`src/rtl/gray_pkg.sv`:
```
// gray_pkg: shared Gray/binary helpers, FSM state type and limits for gray_ptr_sync.
package gray_pkg;
   localparam int MIN_SYNC_STAGES = 2;
   localparam int GRAY_MAX_W = 32;
   typedef enum logic {INIT, RUN} state_e;
   // Zero-extended inputs convert correctly, so callers cast to and from their own width.
   function automatic logic [GRAY_MAX_W-1:0] gray2bin(input logic [GRAY_MAX_W-1:0] g);
      logic [GRAY_MAX_W-1:0] b;
      b[GRAY_MAX_W-1] = g[GRAY_MAX_W-1];
      for (int i = GRAY_MAX_W - 2; i >= 0; i--) b[i] = b[i+1] ^ g[i];
      return b;
   endfunction
   function automatic logic [GRAY_MAX_W-1:0] bin2gray(input logic [GRAY_MAX_W-1:0] b);
      return b ^ (b >> 1);
   endfunction
endpackage

```
`src/rtl/gray_sync_chain.sv`:
```
// gray_sync_chain: bare multi-flop synchronizer for a Gray-coded bus, no logic between stages.
module gray_sync_chain #(
   parameter int SIZE = 10,
   parameter int SYNC_STAGES = 2
) (
   input  logic            clk,
   input  logic            rst,
   input  logic [SIZE-1:0] d_i,
   output logic [SIZE-1:0] q_o
);
   logic [SIZE-1:0] sync_q [SYNC_STAGES];
   always_ff @(posedge clk) begin
      if (rst) begin
         for (int i = 0; i < SYNC_STAGES; i++) sync_q[i] <= '0;
      end else begin
         sync_q[0] <= d_i;
         for (int i = 1; i < SYNC_STAGES; i++) sync_q[i] <= sync_q[i-1];
      end
   end
   assign q_o = sync_q[SYNC_STAGES-1];
endmodule

```
`src/rtl/gray_ptr_sync.sv`:
```
// gray_ptr_sync: synchronizes a foreign-domain Gray pointer, converts it to binary,
// reports per-update delta and flags illegal multi-bit Gray transitions.
module gray_ptr_sync
   import gray_pkg::*;
#(
   parameter int SIZE = 10,
   parameter int SYNC_STAGES = 2
) (
   input  logic            clk,
   input  logic            rst,
   input  logic [SIZE-1:0] gray_in,
   input  logic            err_clr,
   output logic [SIZE-1:0] gray_out,
   output logic [SIZE-1:0] bin_out,
   output logic [SIZE-1:0] delta,
   output logic            changed,
   output logic            err
);
   localparam int STAGES = (SYNC_STAGES < MIN_SYNC_STAGES) ? MIN_SYNC_STAGES : SYNC_STAGES;
   localparam int CW = $clog2(STAGES + 1);
   state_e state_q, state_d;
   logic [CW-1:0] cnt_q, cnt_d;
   logic [SIZE-1:0] g_s, bin_s, x;
   logic [SIZE-1:0] gray_q, gray_d, bin_q, bin_d, delta_q, delta_d;
   logic changed_q, changed_d, err_q, err_d;
   gray_sync_chain #(.SIZE(SIZE), .SYNC_STAGES(STAGES)) u_sync (
      .clk (clk),
      .rst (rst),
      .d_i (gray_in),
      .q_o (g_s)
   );
   always_comb begin
      bin_s = SIZE'(gray2bin(GRAY_MAX_W'(g_s)));
      x = g_s ^ gray_q;
      state_d = state_q;
      cnt_d = cnt_q;
      gray_d = gray_q;
      bin_d = bin_q;
      delta_d = '0;
      changed_d = 1'b0;
      err_d = err_clr ? 1'b0 : err_q;
      if (state_q == INIT) begin
         // Wait for the chain to fill with post-reset samples; the priming load is not an update.
         cnt_d = cnt_q + 1'b1;
         if (cnt_q == CW'(STAGES)) begin
            state_d = RUN;
            gray_d = g_s;
            bin_d = bin_s;
         end
      end else if (x != '0) begin
         gray_d = g_s;
         bin_d = bin_s;
         delta_d = bin_s - bin_q;
         changed_d = 1'b1;
         err_d = ((x & (x - SIZE'(1))) != '0) ? 1'b1 : err_d;
      end
   end
   always_ff @(posedge clk) begin
      if (rst) begin
         state_q <= INIT;
         cnt_q <= '0;
         gray_q <= '0;
         bin_q <= '0;
         delta_q <= '0;
         changed_q <= 1'b0;
         err_q <= 1'b0;
      end else begin
         state_q <= state_d;
         cnt_q <= cnt_d;
         gray_q <= gray_d;
         bin_q <= bin_d;
         delta_q <= delta_d;
         changed_q <= changed_d;
         err_q <= err_d;
      end
   end
   assign gray_out = gray_q;
   assign bin_out = bin_q;
   assign delta = delta_q;
   assign changed = changed_q;
   assign err = err_q;
endmodule

```
`config.mk`:
```
export PLATFORM = sky130hd
export DESIGN_NAME = gray_ptr_sync
export DESIGN_NICKNAME = d
export VERILOG_FILES = /design/src/rtl/gray_pkg.sv /design/src/rtl/gray_sync_chain.sv /design/src/rtl/gray_ptr_sync.sv
export SDC_FILE = /design/constraint.sdc
export NUM_CORES = 1
export LEC_CHECK = 0
export CAP_MARGIN = 20
export CORE_MARGIN = 5
export CORE_UTILIZATION = 51
export CTS_CLUSTER_SIZE = 12
export DETAILED_ROUTE_END_ITERATION = 16
export PLACE_DENSITY = 0.9
export SETUP_SLACK_MARGIN = 0.5
export SYNTH_ARGS = -nofsm -noshare
export SYNTH_HDL_FRONTEND = slang
export SYNTH_SLANG_ARGS = --single-unit
```
`constraint.sdc`:
```
create_clock -name clk -period 6.49 [get_ports clk]
set_input_delay 1.298 -clock clk [delete_from_list [all_inputs] [get_ports clk]]
set_output_delay 1.298 -clock clk [all_outputs]
set_load 0.03 [all_outputs]
```
# [Yosys cells after proc, flatten, opt, wreduce, memory -nomap -nowiden]
# Memory sizes are Yosys's and may differ from the RTL's.
# Index checks and enable logic that the tools add are counted.
[totals] regBits=35 ramBits=20 inputBits=13 out_inout_bits=32 elab_cells=52 n_memories=1
[op_classes] n_addsub=3 n_eq_ne=2 mux=18 n_bitwise=15 n_reduce_logical=6
[mem_list] memory="u_sync.sync_q" words=2 width=10 rd=2 rd_ports_with_merged_regs=0 wr=2 line_no="gray_sync_chain.sv:11" rtl="logic [SIZE-1:0] sync_q [SYNC_STAGES];"
[ops] operator="two-way mux 10 bit" count=8
[ops] operator="nonzero test 10 bit" count=2
[ops] operator="AND 10 bit" count=1
[ops] operator="two-way mux 1 bit" count=10
[ops] operator="subtractor 10 x 1 -> 10 bit, second input constant" count=1
[ops] operator="subtractor 10 bit" count=1
[ops] operator="XOR 10 bit" count=1
[ops] operator="XOR 1 bit" count=9
[ops] operator="OR reduction 3 bit" count=1
[ops] operator="adder 2 x 1 -> 2 bit, second input constant" count=1
[ops] operator="== test 2 bit, second input constant" count=1
[ops] operator="!= test 2 x 1 -> 1 bit, second input constant" count=1
[ops] operator="inverter 1 bit" count=2
[ops] operator="OR 1 bit" count=2
[ops] operator="AND reduction 2 bit" count=1
[ops] operator="nonzero test 2 bit" count=1
[ops] operator="OR reduction 2 bit" count=1

# [Logic depth before layout (Yosys ltp)]
# Gate-level depths: netlist of run 1.
[depth] ltp_word=11 depth_mapped=15 mapped_depth_nobuf=15

# [Hierarchy]
# Synthesis of run 1 repeated with hierarchy kept, for this count alone.
[hier_totals] cells_unflattened=248 hier_area_um2=2541.2
[modules_own_cells] module="gray_ptr_sync" instances=1 cells_per_inst=196 area_each_um2=1848.0 seq_area_each_um2=680.7
[modules_own_cells] module="gray_sync_chain" instances=1 cells_per_inst=52 area_each_um2=693.2 seq_area_each_um2=400.4

# [Least setup slack after synthesis of run 1]
# No wires, ideal clock.
[synth_path] path_type="flip-flop to flip-flop" startpoint="mem u_sync.sync_q[1][8] (netlist: u_sync.sync_q[0][18])" endpoint="reg delta_q[8] (netlist: delta[8])" setup_time_ps=130 t_arrival_ps=3393 required_time_ps=6360 path_slack_ps=2967 stages_incl_launch_ff=16 path_buffers=0 synth_period_minus_slack_ps=3523 path_cell_list="dfxtp_1 -> xor3_2 -> xor3_2 -> xor2_4 -> xnor2_4 -> xnor2_4 -> xnor2_1 -> ha_1 -> fa_1 -> nor2b_1 -> o21ai_0 -> a21boi_0 -> o21ai_0 -> a21oi_1 -> o21ai_0 -> nor3b_1"
[synth_rtl] item="from (decl)" line_no="gray_sync_chain.sv:11"
[synth_rtl] item="to (signal assigned)" line_no="gray_ptr_sync.sv:72" rtl="delta_q <= delta_d;"
[synth_rtl] item="to (decl)" line_no="gray_ptr_sync.sv:24" rtl="logic [SIZE-1:0] gray_q, gray_d, bin_q, bin_d, delta_q, delta_d;"

==> results_dict.tcl, run 1 <==
set metrics [dict create \
    outcome "finished, final reports clean" \
    grt_pass1_wl_um 7348 \
    core_area_um2 4414 \
    setup_violations 0 \
    dpl.hpwl_um 3234 \
    num_vias 1807 \
    drtPass1Iterations 4 \
    clkPwrFrac_pct 17.0 \
    drc 0 \
    via_per_inst 5.090 \
    postLayoutCoreUtil_pct 66.64 \
    rows 24 \
    p_switching_w 0.0004712 \
    worstMarginPinSlew_ps 571.9 \
    r2r-start "u_sync.sync_q[0][18]" \
    final_common_cell "dfxtp_1" \
    crit_family "XOR/XNOR gates" \
    min_from "u_sync.sync_q[0][6]" \
    start_util_pct 53.32 \
    post_cts_buffers 0 \
    postCtsHoldBufs 0 \
    path_cells "xor3_2, xor3_2, xor2_4, xnor2_4, xnor2_4, xnor2_1, ha_1, fa_1, nor2b_1, o21ai_0, a21boi_0, o21ai_0, a21oi_1, o21ai_0, nor3b_1" \
    arrival_ps 4050 \
    setup-tns-final_ps 0 \
    critPathMaxStageDelay_ps 520 \
    nFillCells 338 \
    startpoint "u_sync.sync_q[0][18]" \
    drt-initial-drc-count 90 \
    cellLeakagePower_nw 1.208 \
    dpl_cell_area_um2 2844 \
    start_kind "flip-flop" \
    clkSinkCount 54 \
    multi_input_area_um2 1160 \
    p_int_w 0.0006932 \
    period_share_pct 59.19 \
    synthToLayoutAreaGrowth_pct 24.99 \
    max_cap_viol_count 0 \
    fin_crit_ps 3841 \
    synth-seq-cells 54 \
    numCtsBuffers 5 \
    path_buf_inv 0 \
    wirelength_um 4301 \
    grt_usage_pct 14.57 \
    worstHoldPathType "reg -> reg" \
    max_clock_freq_mhz 260.3 \
    avgSynthCellArea_um2 9.122 \
    die_w_um 77.93 \
    setup.worst_path.end_class "flip-flop" \
    ys_warn_count 0 \
    critical_path_class "reg -> reg" \
    port_buffers 44 \
    synth_nets 282 \
    regArea_um2 1081 \
    postRouteAntennaNets 0 \
    rsz0062_at_grt "false" \
    critPathSlowestCell "xor3_2" \
    clock_path_buffers 2 \
    seq_area_frac_synth_pct 45.93 \
    ir_drop_mv 0.1671 \
    powerDensity_nw_per_um2 395.8 \
    gp_congestion 0.8076 \
    fin_area_um2 2942 \
    maxSlewViolCount 0 \
    worst_path_most_repeated_cell "o21ai_0" \
    io_pins 45 \
    grt_pass1_vias 1756 \
    final_cell_mix "dfxtp_1 (54), clkdlybuf4s50_1 (44), nand2_1 (33)" \
    synth.distinct_cells 31 \
    crit_fanout 4 \
    syn-cell-area_um2 2354 \
    syn_inst 258 \
    skew_ps 10.84 \
    pwr-share-comb_pct 46.9 \
    hold_viol_final 0 \
    cts_root_buf "clkbuf_8" \
    cts_tree "built" \
    drive_above_1_share_pct 6.271 \
    cts_repair_resize_count 0 \
    clk_latency_ps 310 \
    nNetsFinal 326 \
    clkTransAtPathRegs_ps 100 \
    die-area_um2 6073 \
    htreeDepth 2 \
    grt_start_max_net_pins 45 \
    pwr-share-seq_pct 36.1 \
    maxSlewHeadroom_pct 61.52 \
    antenna_found_initial 0 \
    cp.required_ps 6700 \
    holdWs_ps 443.7 \
    drt-wirelength-per-cell_um 12.12 \
    switching_share_pct 40.46 \
    grt-ovfl-total 0 \
    antenna_cells 0 \
    fp.dieH_um 77.93 \
]
## cell families after synthesis
| group | count (synthesis) | share of synthesized area (%) |
|---|---|---|
| buf+inv | 29 | 4.785 |
| simple gates | 93 | 18.61 |
| flops | 54 | 45.93 |
| fa+ha+maj | 11 | 6.167 |
| xor+xnor | 24 | 12.71 |
| compound gates | 47 | 11.80 |
## through the flow
step	setup WS (ps)	std cells	power [W]
floorplan	2967	258	0.0008123
global placement	2833	347	0.0009541
detailed placement	2643	347	0.0009738
CTS	2634	355	0.001171
global route	2352	355	0.001245
finish	2649	355	0.001164
## metal layers
metal,vias to the layer above,global-route usage (%),share of wire (%)
li1,922,-,-
met1,839,16.30,44
met2,40,26.38,49
met3,6,4.167,6.0
met4,0,4.730,1.0
met5,-,0,0
## state kept, by name (all words and copies together) (netlist names)
register	flops
u_sync.sync_q	20
err	1
delta	10
gray_out	10
state_q	1
bin_out	9
changed	1
cnt_q	2
## power by group through the flow
stage               Combinational [W]  Clock [W]  Sequential, W
floorplan                    0.000321          0       0.000492
global placement             0.000528          0       0.000426
detailed placement           0.000546          0       0.000428
CTS                          0.000549   0.000202       0.000420
global route                 0.000605   0.000214       0.000426
finish                       0.000546   0.000198       0.000420
## synthesized netlist by cell type
cell      count  area, µm²
nand2b_1      1      6.260
dfxtp_1      54       1081
xor2_1       12      105.1
inv_1        18      67.56
xnor2_4       2      55.05
or2_2         1      6.260
xor3_2        2      50.05
nor3_1        6      30.03
nor2b_1      24      150.1
fa_1          1      20.02
clkbuf_1     10      37.54
o22ai_1       1      6.260
a21o_1        3      22.52
and3_1        1      6.260
a211o_1       1      8.760
a21boi_0      1      7.510
o21ai_0       7      35.03
ha_1         10      125.1
nor3b_1       2      15.01
xnor2_1       7      61.31
nand3_1       1      5.000
nand4_1       1      6.260
nor2_1       22      82.58
a211oi_2      1      12.51
buf_4         1      7.510
nand2_1      33      123.9
xor2_4        1      27.53
a21oi_1      25      125.1
a211oi_1      6      45.04
nor4_1        1      6.260
o21a_1        2      15.01
## cell type report
class                           instances  area share (%)
Clock inverter                          3          0.9783
Multi-Input combinational cell        175           39.43
Timing Repair Buffer                   48           15.99
Inverter                               18           2.297
Sequential cell                        54           36.75
Tap cell                               52           2.212
Clock buffer                            5           2.339
## final timing paths
check | endpoint | slack, ps | cells past startpoint
worst max-delay path | delta[8] | 2650 | 15
worst min-delay path | u_sync.sync_q[0][16] | 440 | 1
worst max register to register | delta[8] | 2650 | 15
worst min register to register | u_sync.sync_q[0][16] | 440 | 1
Note: power is estimated with default switching activity, not from simulation.
==> run 2, diff against run 1 <==
Settings changed: CORE_UTILIZATION 51 to 46, PLACE_DENSITY 0.9 to 0.86.
Clock period 6.49 ns to 3.5 ns, I/O delays scaled along.
==> results_dict.tcl, run 2 (same netlist as run 1, synthesis figures left out) <==
set metrics [dict create \
    postRouteAntennaNets 0 \
    skew_ps 3.757 \
    maxSlewViolCount 0 \
    clk_latency_ps 300 \
    setup.worst_path.end_class "flip-flop" \
    critPathSlowestCell "xor3_2" \
    hold_viol_final 0 \
    worstMarginPinSlew_ps 549.9 \
    final_cell_mix "dfxtp_1 (52), clkdlybuf4s50_1 (44), nand2_1 (33)" \
    via_per_inst 4.766 \
    max_clock_freq_mhz 297.1 \
    start_kind "flip-flop" \
    clock_path_buffers 2 \
    outcome "finished, final reports clean" \
    wirelength_um 4795 \
    max_cap_viol_count 0 \
    dpl_cell_area_um2 2933 \
    clkTransAtPathRegs_ps 90 \
    dp_cells 372 \
    arrival_ps 3590 \
    r2r-start "u_sync.sync_q[0][18]" \
    io_pins 45 \
    grt_pass1_vias 1783 \
    core_area_um2 5042 \
    rows 26 \
    numCtsBuffers 5 \
    worstHoldPathType "reg -> reg" \
    drt-initial-drc-count 61 \
    die_w_um 81.53 \
    die-area_um2 6647 \
    num_vias 1830 \
    critical_path_class "reg -> reg" \
    maxSlewHeadroom_pct 63.00 \
    antenna_found_initial 0 \
    setup_violations 0 \
    cp.required_ps 3720 \
    drive_above_1_share_pct 13.69 \
    layoutNonFillerInstCount 384 \
    startpoint "u_sync.sync_q[0][18]" \
    dpl.hpwl_um 3382 \
    start_util_pct 46.67 \
    largest_reg_flops 20 \
    r2r_slack_ps 130 \
    cts_root_buf "clkbuf_8" \
    postLayoutCoreUtil_pct 61.24 \
    fin_crit_ps 3365 \
    largest-register "u_sync.sync_q" \
    cellLeakagePower_nw 1.272 \
    grt_pass1_wl_um 7700 \
    htreeDepth 2 \
    gp_congestion 0.7533 \
    nFillCells 419 \
    critPathMaxStageDelay_ps 440 \
    grt_usage_pct 14.97 \
    path_cells "xor3_2, xor3_2, xor2_4, xnor2_4, xnor2_4, xnor2_2, ha_2, fa_2, nor2b_4, o21ai_2, a21boi_2, o21ai_2, a21oi_2, nor3_1, nor3b_1" \
    min_from "u_sync.sync_q[0][8]" \
    synthToLayoutAreaGrowth_pct 31.21 \
    port_buffers 44 \
    grt_start_max_net_pins 45 \
    drc 0 \
    power.total_w 0.002297 \
    crit_fanout 2 \
    period_share_pct 96.16 \
    grt-ovfl-total 0 \
    final_common_cell "dfxtp_1" \
    fp.dieH_um 81.53 \
    nNetsFinal 337 \
    drtPass1Iterations 4 \
    powerDensity_nw_per_um2 743.7 \
    postCtsHoldBufs 0 \
    fin_area_um2 3088 \
    rsz0062_at_grt "true" \
    ir_drop_mv 0.3663 \
    drt-wirelength-per-cell_um 12.49 \
    clkSinkCount 54 \
    holdWs_ps 445.6 \
    antenna_cells 0 \
    cts_tree "built" \
]
-- run 2: cell type report --
cell class / count / area [µm²] / area share [%]
multi-input combinational: 175 / 1210 / 39.18
inverter: 18 / 67.56 / 2.188
clock inverter: 2 / 13.76 / 0.4457
timing repair buffer: 59 / 553.0 / 17.91
tap: 70 / 87.58 / 2.836
clock buffer: 6 / 72.57 / 2.350
sequential: 54 / 1084 / 35.09
-- run 2: what timing repair did --
| item | CTS | global route |
|---|---|---|
| hold endpoints to repair | 0 | 0 |
| buffers inserted | 3 | 1 |
| gates resized for setup | 2 | 9 |
| pin swaps | 2 | 13 |
| setup endpoints to repair | 6 | 6 |
-- run 2: stage by stage --
stage | setup TNS [ps] | setup WS (ps)
floorplan | 0 | 17.63
global placement | 0 | 105.0
detailed placement | -29.56 | -29.56
CTS | 0 | 209.7
global route | 0 | 15.36
finish | 0 | 134.5
-- run 2: worst paths after layout --
check	endpoint	depth (start not counted)
worst max-delay path	delta[8]	15
worst min-delay path	u_sync.sync_q[0][18]	1
worst max register to register	delta[8]	15
worst min register to register	u_sync.sync_q[0][18]	1
-- run 2: power breakdown --
part           switching (W)  internal (W)  leakage [nW]  total [W]
clock network       0.000192      0.000141        0.0452   0.000333
logic               0.000667      0.000521         0.784    0.00119
registers          0.0000655      0.000709         0.443   0.000775
-- run 2: per-layer routing --
metal	GRT usage [%]	vias up	part of all wire, %
met3	4.605	10	6.7
met1	17.06	824	40
met5	0	-	0
met4	4.223	0	1.7
li1	-	944	-
met2	26.79	52	52
-- run 2: worst max-delay path: cells and delay by family (launching register included) --
kind | cells | cell delay, ps
XOR/XNOR | 6 | 1450
adder cells (fa/ha/maj) | 2 | 600
AO/OA/AOI/OAI | 4 | 510
AND/OR/NAND/NOR | 3 | 380
flip-flops | 1 | 350
